--- src/rtl/breath_pkg.sv ---
// Shared definitions for the breathing-LED envelope generator:
// envelope phase encoding and the speed-to-step mapping.
package breath_pkg;

    // Envelope phase, visible on the phase output of breath_envelope_gen.
    typedef enum logic [1:0] {
        PH_RISE    = 2'd0,
        PH_HOLD_HI = 2'd1,
        PH_FALL    = 2'd2,
        PH_HOLD_LO = 2'd3
    } phase_t;

    // Widest step is 8, so four bits hold every step size.
    localparam int STEP_W = 4;

    // Duty increment per tick: 0->1, 1->2, 2->4, 3->8.
    function automatic logic [STEP_W-1:0] speed_to_step(input logic [1:0] speed);
        return STEP_W'(1) << speed;
    endfunction

endpackage

--- src/rtl/breath_prescaler.sv ---
// Envelope-rate prescaler: produces a one-cycle tick every PRESCALE
// enabled clock cycles. Dropping en freezes the count in place, so the
// first tick after re-enable arrives after the cycles still outstanding.
module breath_prescaler #(
    parameter int PRESCALE_W = 16,
    parameter int PRESCALE   = 50000
) (
    input  logic clk,
    input  logic rst,
    input  logic en,
    output logic tick
);

    localparam logic [PRESCALE_W-1:0] CNT_LAST = PRESCALE_W'(PRESCALE - 1);

    logic [PRESCALE_W-1:0] cnt_q;

    assign tick = en && (cnt_q == CNT_LAST);

    // Count 0..PRESCALE-1 while enabled, wrap to 0, hold while disabled.
    always_ff @(posedge clk or negedge rst) begin
        // NOTE: registers use non-blocking assignments so every flop samples
        // pre-edge values; blocking here would create order-dependent races.
        if (!rst) begin
            cnt_q <= '0;
        end else if (en) begin
            if (cnt_q == CNT_LAST) begin
                cnt_q <= '0;
            end else begin
                cnt_q <= cnt_q + PRESCALE_W'(1);
            end
        end
    end

endmodule

--- src/rtl/breath_envelope_gen.sv ---
// Breathing-LED duty envelope: ramps duty up to DUTY_MAX, holds, ramps down
// to 0, holds, and repeats. Each envelope tick updates the state and duty
// registers and raises duty_upd for the following cycle, so the downstream
// PWM stage knows when a fresh duty value is available.
module breath_envelope_gen
    import breath_pkg::*;
#(
    parameter int DUTY_W     = 8,
    parameter int DUTY_MAX   = 2**DUTY_W - 1,
    parameter int PRESCALE_W = 16,
    parameter int PRESCALE   = 50000,
    parameter int HOLD_HI    = 16,
    parameter int HOLD_LO    = 32
) (
    input  logic              clk,
    input  logic              rst,
    input  logic              en,
    input  logic [1:0]        speed,
    output logic [DUTY_W-1:0] duty,
    output logic              duty_upd,
    output logic [1:0]        phase
);

    // One extra bit lets duty+step be compared against the ceiling without
    // wrapping, which is what makes the rising saturation exact.
    localparam int WIDE_W   = DUTY_W + 1;
    localparam int HOLD_MAX = (HOLD_HI > HOLD_LO) ? HOLD_HI : HOLD_LO;
    localparam int HOLD_W   = $clog2(HOLD_MAX + 1);

    localparam logic [DUTY_W-1:0] DUTY_TOP     = DUTY_W'(DUTY_MAX);
    localparam logic [WIDE_W-1:0] DUTY_TOP_W   = WIDE_W'(DUTY_MAX);
    localparam logic [HOLD_W-1:0] HOLD_HI_LAST = HOLD_W'(HOLD_HI - 1);
    localparam logic [HOLD_W-1:0] HOLD_LO_LAST = HOLD_W'(HOLD_LO - 1);

    logic              tick;
    phase_t            state_q, state_d;
    logic [DUTY_W-1:0] duty_q, duty_d;
    logic [HOLD_W-1:0] hold_q, hold_d;
    logic [DUTY_W-1:0] step;
    logic [WIDE_W-1:0] rise_sum;
    logic              rise_sat;
    logic              fall_floor;

    breath_prescaler #(
        .PRESCALE_W (PRESCALE_W),
        .PRESCALE   (PRESCALE)
    ) u_prescaler (
        .clk  (clk),
        .rst  (rst),
        .en   (en),
        .tick (tick)
    );

    // Step size is sampled every tick, so a speed change lands on the next tick.
    assign step       = DUTY_W'(speed_to_step(speed));
    assign rise_sum   = {1'b0, duty_q} + {1'b0, step};
    assign rise_sat   = (rise_sum >= DUTY_TOP_W);
    // Falling saturates at 0: any duty not above the step lands on the floor.
    assign fall_floor = (duty_q <= step);

    // Next-state and duty datapath; nothing moves except on a tick.
    always_comb begin
        // NOTE: every output of this block gets a default first, so no path
        // leaves a signal unassigned and no latch is inferred.
        state_d = state_q;
        duty_d  = duty_q;
        hold_d  = hold_q;

        if (tick) begin
            unique case (state_q)
                PH_RISE: begin
                    if (rise_sat) begin
                        duty_d  = DUTY_TOP;
                        hold_d  = '0;
                        state_d = PH_HOLD_HI;
                    end else begin
                        duty_d = rise_sum[DUTY_W-1:0];
                    end
                end
                PH_HOLD_HI: begin
                    if (hold_q == HOLD_HI_LAST) begin
                        state_d = PH_FALL;
                    end else begin
                        hold_d = hold_q + HOLD_W'(1);
                    end
                end
                PH_FALL: begin
                    if (fall_floor) begin
                        duty_d  = '0;
                        hold_d  = '0;
                        state_d = PH_HOLD_LO;
                    end else begin
                        duty_d = duty_q - step;
                    end
                end
                PH_HOLD_LO: begin
                    if (hold_q == HOLD_LO_LAST) begin
                        state_d = PH_RISE;
                    end else begin
                        hold_d = hold_q + HOLD_W'(1);
                    end
                end
            endcase
        end
    end

    // State, duty, hold counter and update strobe registers.
    always_ff @(posedge clk or negedge rst) begin
        if (!rst) begin
            state_q  <= PH_RISE;
            duty_q   <= '0;
            hold_q   <= '0;
            duty_upd <= 1'b0;
        end else begin
            state_q  <= state_d;
            duty_q   <= duty_d;
            hold_q   <= hold_d;
            duty_upd <= tick;
        end
    end

    assign duty  = duty_q;
    assign phase = state_q;

endmodule

--- config.mk ---
export PLATFORM = sky130hd
export DESIGN_NAME = breath_envelope_gen
export DESIGN_NICKNAME = d
export VERILOG_FILES = /design/src/rtl/breath_pkg.sv /design/src/rtl/breath_prescaler.sv /design/src/rtl/breath_envelope_gen.sv
export SDC_FILE = /design/constraint.sdc
export NUM_CORES = 1
export LEC_CHECK = 0
export CORE_MARGIN = 2
export CORE_UTILIZATION = 63
export DETAILED_ROUTE_END_ITERATION = 6
export DONT_BUFFER_PORTS = 1
export PLACE_DENSITY = 0.9
export SETUP_SLACK_MARGIN = 0.1
export SLEW_MARGIN = 20
export SYNTH_ARGS = -nofsm -noshare
export SYNTH_HDL_FRONTEND = slang
export SYNTH_SLANG_ARGS = --single-unit
--- constraint.sdc ---
create_clock -name clk -period 3 [get_ports clk]
set_clock_uncertainty 0.05 [all_clocks]
set_input_delay 0.45 -clock clk [delete_from_list [all_inputs] [get_ports clk]]
set_output_delay 0.45 -clock clk [all_outputs]
set_load 0.02 [all_outputs]
-- Yosys cells after proc, flatten, opt, wreduce, memory -nomap -nowiden
Index checks and enable logic that the tools add are counted.
- reduce and logical (&&, ||, !) cells: 6
- shift operators: 1
- multiplexer cells: 14
- order comparisons: 2
- eq/ne operators: 12
- add/subtract/negate cells: 4
- operator list (operator ; number):
    $mux 6 ; 4
    $pmux 6 s4 ; 1
    $add 16x1->16 const B ; 1
    $eq 16x16->1 const B ; 1
    $mux 16 ; 1
    $mux 8 ; 2
    $pmux 8 s2 ; 1
    $ne 2x2->1 const B ; 6
    $reduce_and 5->1 ; 2
    $add 8x4->9 ; 1
    $ge 9x8->1 const B ; 1
    $le 8x4->1 ; 1
    $mux 2 ; 4
    $pmux 2 s4 ; 1
    $sub 8x4->8 ; 1
    $add 6x1->6 const B ; 1
    $eq 6x4->1 const B ; 1
    $eq 6x5->1 const B ; 1
    $eq 2x2->1 const B ; 2
    $shl 1x2->4 const A ; 1
    $eq 2x1->1 const B ; 1
    $logic_not 2->1 ; 1
    $reduce_and 2->1 ; 1
    $reduce_bool 2->1 ; 1
    $logic_and 1x1->1 ; 1
- flip-flop bits (word level): 33
- bits of input ports: 5
- output and inout port bits: 11
- word-level logic and storage cells: 44

-- Longest topological paths before layout
- word-level depth: 5
- gate-level depth with buffers: 11
- gate-level depth less buffers: 11

-- Cells and area by module
Synthesis repeated with hierarchy kept, for this count alone.
- cell total of the unflattened synthesis: 256
- area, all modules: 2379.8 sq um
- by module, submodules not included (module ; area each (sq um) ; instances ; seq. area each (sq um) ; cells an instance):
    breath_envelope_gen ; 1577.8 ; 1 ; 425.4 ; 175
    breath_prescaler ; 802.0 ; 1 ; 400.4 ; 81

-- Worst setup path before layout
Ideal clock, no wire load.
- kind: input -> register
- start: input speed[0]
- end: register hold_q[4]
- stages: 11
- buffers on the path: 0
- library setup time: 0.103 ns
- required time: 2.847 ns
- arrival: 2.704 ns
- slack: 0.143 ns
- path through: nor2_1 -> ha_1 -> inv_1 -> fa_1 -> a21o_1 -> a21oi_2 -> a2bb2oi_4 -> nand2_2 -> a311o_1 -> or2_4 -> o41ai_2
- cells in the longest elaborated chain, start to end: 5
- elaborated cells between the ends (all ways): 7
- classes of those cells: add/sub: 1; order compare: 2; eq/ne: 2; shift: 1; reduce/logical: 1
- RTL lines (item ; line ; RTL):
    start, declared ; breath_envelope_gen.sv:18 ; input logic [1:0] speed,
    $shl 1x2->4 * ; breath_pkg.sv:18 ; return STEP_W'(1) << speed;
    $add 8x4->9 ; breath_envelope_gen.sv:56 ; assign rise_sum = {1'b0, duty_q} + {1'b0, step};
    $ge 9x8->1 ; breath_envelope_gen.sv:57 ; assign rise_sat = (rise_sum >= DUTY_TOP_W);
    $ne 2x2->1 (no source line) ; -- ;
    $reduce_and 5->1 (no source line) * ; -- ;
    end signal, assigned ; breath_envelope_gen.sv:117 ; hold_q <= hold_d;
    end, declared ; breath_envelope_gen.sv:38 ; logic [HOLD_W-1:0] hold_q, hold_d;
Mark *: on every way between the ends. The rest lies on a longest branch, timed or not.
A chain may end at the register's enable or synchronous reset.

-- Worst setup path in the final report
- start: register duty_q[0] (netlist: duty[0])
- end: register hold_q[4]
- cells in the longest elaborated chain, start to end: 4
- elaborated cells between the ends (all ways): 6
- classes of those cells: add/sub: 1; order compare: 2; eq/ne: 2; reduce/logical: 1
- RTL lines (item ; line ; RTL):
    start, declared ; breath_envelope_gen.sv:37 ; logic [DUTY_W-1:0] duty_q, duty_d;
    start signal, assigned ; breath_envelope_gen.sv:116 ; duty_q <= duty_d;
    $add 8x4->9 ; breath_envelope_gen.sv:56 ;
    $ge 9x8->1 ; breath_envelope_gen.sv:57 ;
    $ne 2x2->1 (no source line) ; -- ;
    $reduce_and 5->1 (no source line) * ; -- ;
Marked as above.

==> reports/metrics.yaml <==
grt:
  grt_usage: 0.267
  grt_pass1_wl_um: 8760
  grt_start_max_net_pins: 34
  grt_pass1_vias: 1869
  overflow: 0
  grt_antenna_before_repair: 0
setup_path:
  cp_top_family: "compound AO/OA/AOI/OAI gates"
  slowest_stage: "dfrtp_1"
  cp_data_required_time_ns: 3.14
  path_buf_inv: 2
  ff2ff_path_depth: 11
  slowest_delay_ns: 0.41
  path_depth: 11
  cp_max_fo: 6
  arrival_ns: 2.87
  crit_chain: "inv_2, ha_1, inv_1, fa_2, a21o_1, a21oi_4, a2bb2oi_4, nand2_2, a311o_1, or2_4, o41ai_2"
  start_kind: "flip-flop"
  crit_type: "flip-flop to flip-flop"
  end_kind: "flip-flop"
sta:
  hold_ws_ns: 0.198
  post-route-period-util: 0.908
  worstMarginPinSlew_ns: 0.547
  slew_violations: 0
  min_period_ns: 2.73
  relSlewSlack: 0.633
  final-hold-violation-count: 0
  max_freq_mhz: 367
  finalSetupTns_ns: 0
  rsz0062_at_grt: "yes"
  finalSetupViolCount: 0
detailed_routing:
  drtIter0Drc: 187
  finalWirelength_um: 4940
  drt_first_pass_iters: 4
  wl_met1_um: 2140
  vias_per_cell: 6.07
  top_layer: "met4"
  ant_nets: 0
  wl_met2_um: 2510
  drcViolationCount: 0
  met3WireLength_um: 200
  routedWlPerCell_um: 15.6
  vias: 1924
power:
  p_per_area_nw_per_um2: 388
  power_leakage_nw: 1.15
  ir_drop_v: 0.000199
logic_synthesis:
  syn-instance-count: 258
  syn_nets: 280
  synth_warnings: 0
  syn_area_sq_um: 2320
  synthArstFlopShare: 1.00
  avgSynthCellArea_sq_um: 9.01
  synth_edf_count: 0
  yosys-top-cells-area: "dfrtp_1 36%, ha_1 8.1%, nor2_1 4.4%"
  synth_top_area_frac: 0.355
  synth-seq-cells: 33
  yosysSeqAreaShare: 0.355
  synth.distinct_cells: 57
  yosys.area.top_type: "dfrtp_1"
  synth_ff_type: "dfrtp_1"
placed_design:
  place_hpwl_um: 3480
  placed_area_sq_um: 2410
  port_buffers: 0
  dp.cells: 307
  gp_congestion: 0.925
finish:
  nFillCells: 280
  final_core_util: 0.704
  stdcell_area_sq_um: 2540
  layout-drive-gt1-share: 0.130
  stdcell_count: 317
  mostFrequentLayoutCells: "33 x dfrtp_1, 26 x nor2_1, 21 x nand2_1, 15 x ha_1"
  final_nets: 290
  syn2layout_area_growth_pct: 9.21
  final_common_cell: "dfrtp_1"
  diodes: 0
floorplan:
  fp.dieArea_sq_um: 4190
  fp.dieH_um: 64.7
  ios: 16
  fp-row-count: 22
  core-area_sq_um: 3610
  die_x_um: 64.7
  initial_core_util: 0.644
min_path:
  worstHoldPathType: "input pin to flip-flop"
  hold_path_depth: 1
cts:
  cts-root-buf: "clkbuf_8"
  clkSlewWorstSetupHoldPaths_ns: 0.07
  clkSinkCount: 33
  cts_tree: "built"
  cts_buffers: 5
  cts_max_path_buffers: 2
  htree_levels: 2
  clock_latency_ns: 0.29
status:
  outcome: "completed"
run:
  max_cap_violations: 0
[registers in the layout, summed over array words and instances (netlist names)]
register and cells:
hold_q 6, phase 2, duty 8, u_prescaler.cnt_q 16, duty_upd 1
[final cells by class]
class	instances	area, sq um	area share
flip-flops and latches	33	826	0.325
inverters	16	60.1	0.0237
repair buffers	10	90.1	0.0355
multi-input cells	202	1420	0.559
well taps	48	60.1	0.0237
clock buffers	6	72.6	0.0286
clock inverters	2	10.0	0.00394
[layer usage]
metal	up-vias	global-route usage
met5	-	0
met2	46	0.460
met3	10	0.0451
met1	922	0.337
met4	0	0.0957
li1	946	-
[logic make-up after synthesis]
family	after synthesis	share of synthesized area
mux	4	0.0178
compound gates	67	0.205
xor+xnor	16	0.0603
flops	33	0.355
simple gates	98	0.222
fa+ha+maj	17	0.0980
buf+inv	23	0.0420
[worst paths after layout]
path | startpoint | endpoint | slack (ns)
max | duty[0] | hold_q[4] | 0.27
min | en | u_prescaler.cnt_q[0] | 0.20
max reg2reg | duty[0] | hold_q[4] | 0.27
min reg2reg | u_prescaler.cnt_q[11] | u_prescaler.cnt_q[11] | 0.44
max in group asynchronous | rst | duty[3] | 2.17
min in group asynchronous | rst | u_prescaler.cnt_q[0] | 0.55
[stage by stage]
stage / setup WS [ns] / power [mW]
6_report: 0.275 / 0.986
3_3_place_gp: 0.107 / 0.633
5_1_grt: 0.0955 / 1.03
3_5_place_dp: 0.0369 / 0.640
2_1_floorplan: 0.143 / 0.612
4_1_cts: 0.199 / 0.978
[repair_timing]
item / CTS / global route
setup buffers: 0 / 0
hold buffers: 2 / 0
setup endpoints to repair: 0 / 5
resized for setup: 0 / 5
hold endpoints to repair: 33 / 0
[report_power, final]
group	total (mW)	switching (mW)	internal (mW)	leakage (nW)
combinational	0.127	0.0680	0.0588	0.670
clock	0.332	0.171	0.161	0.0450
sequential	0.527	0.0472	0.480	0.432
total	0.986	0.286	0.699	1.15
[cell usage after synthesis, drive strengths merged (3+ instances only)]
cell    number
a21oi       14
a211oi       3
nand2b       6
inv         16
ha          15
nor2        28
xor2         7
o31ai        7
nor4         3
nand2       22
dfrtp       33
nand4        3
o21ai       19
and3         6
a21o         4
nand3       14
clkbuf       5
mux2i        3
nor3         3
xnor2        9
Power figures use the tool's default switching activity.
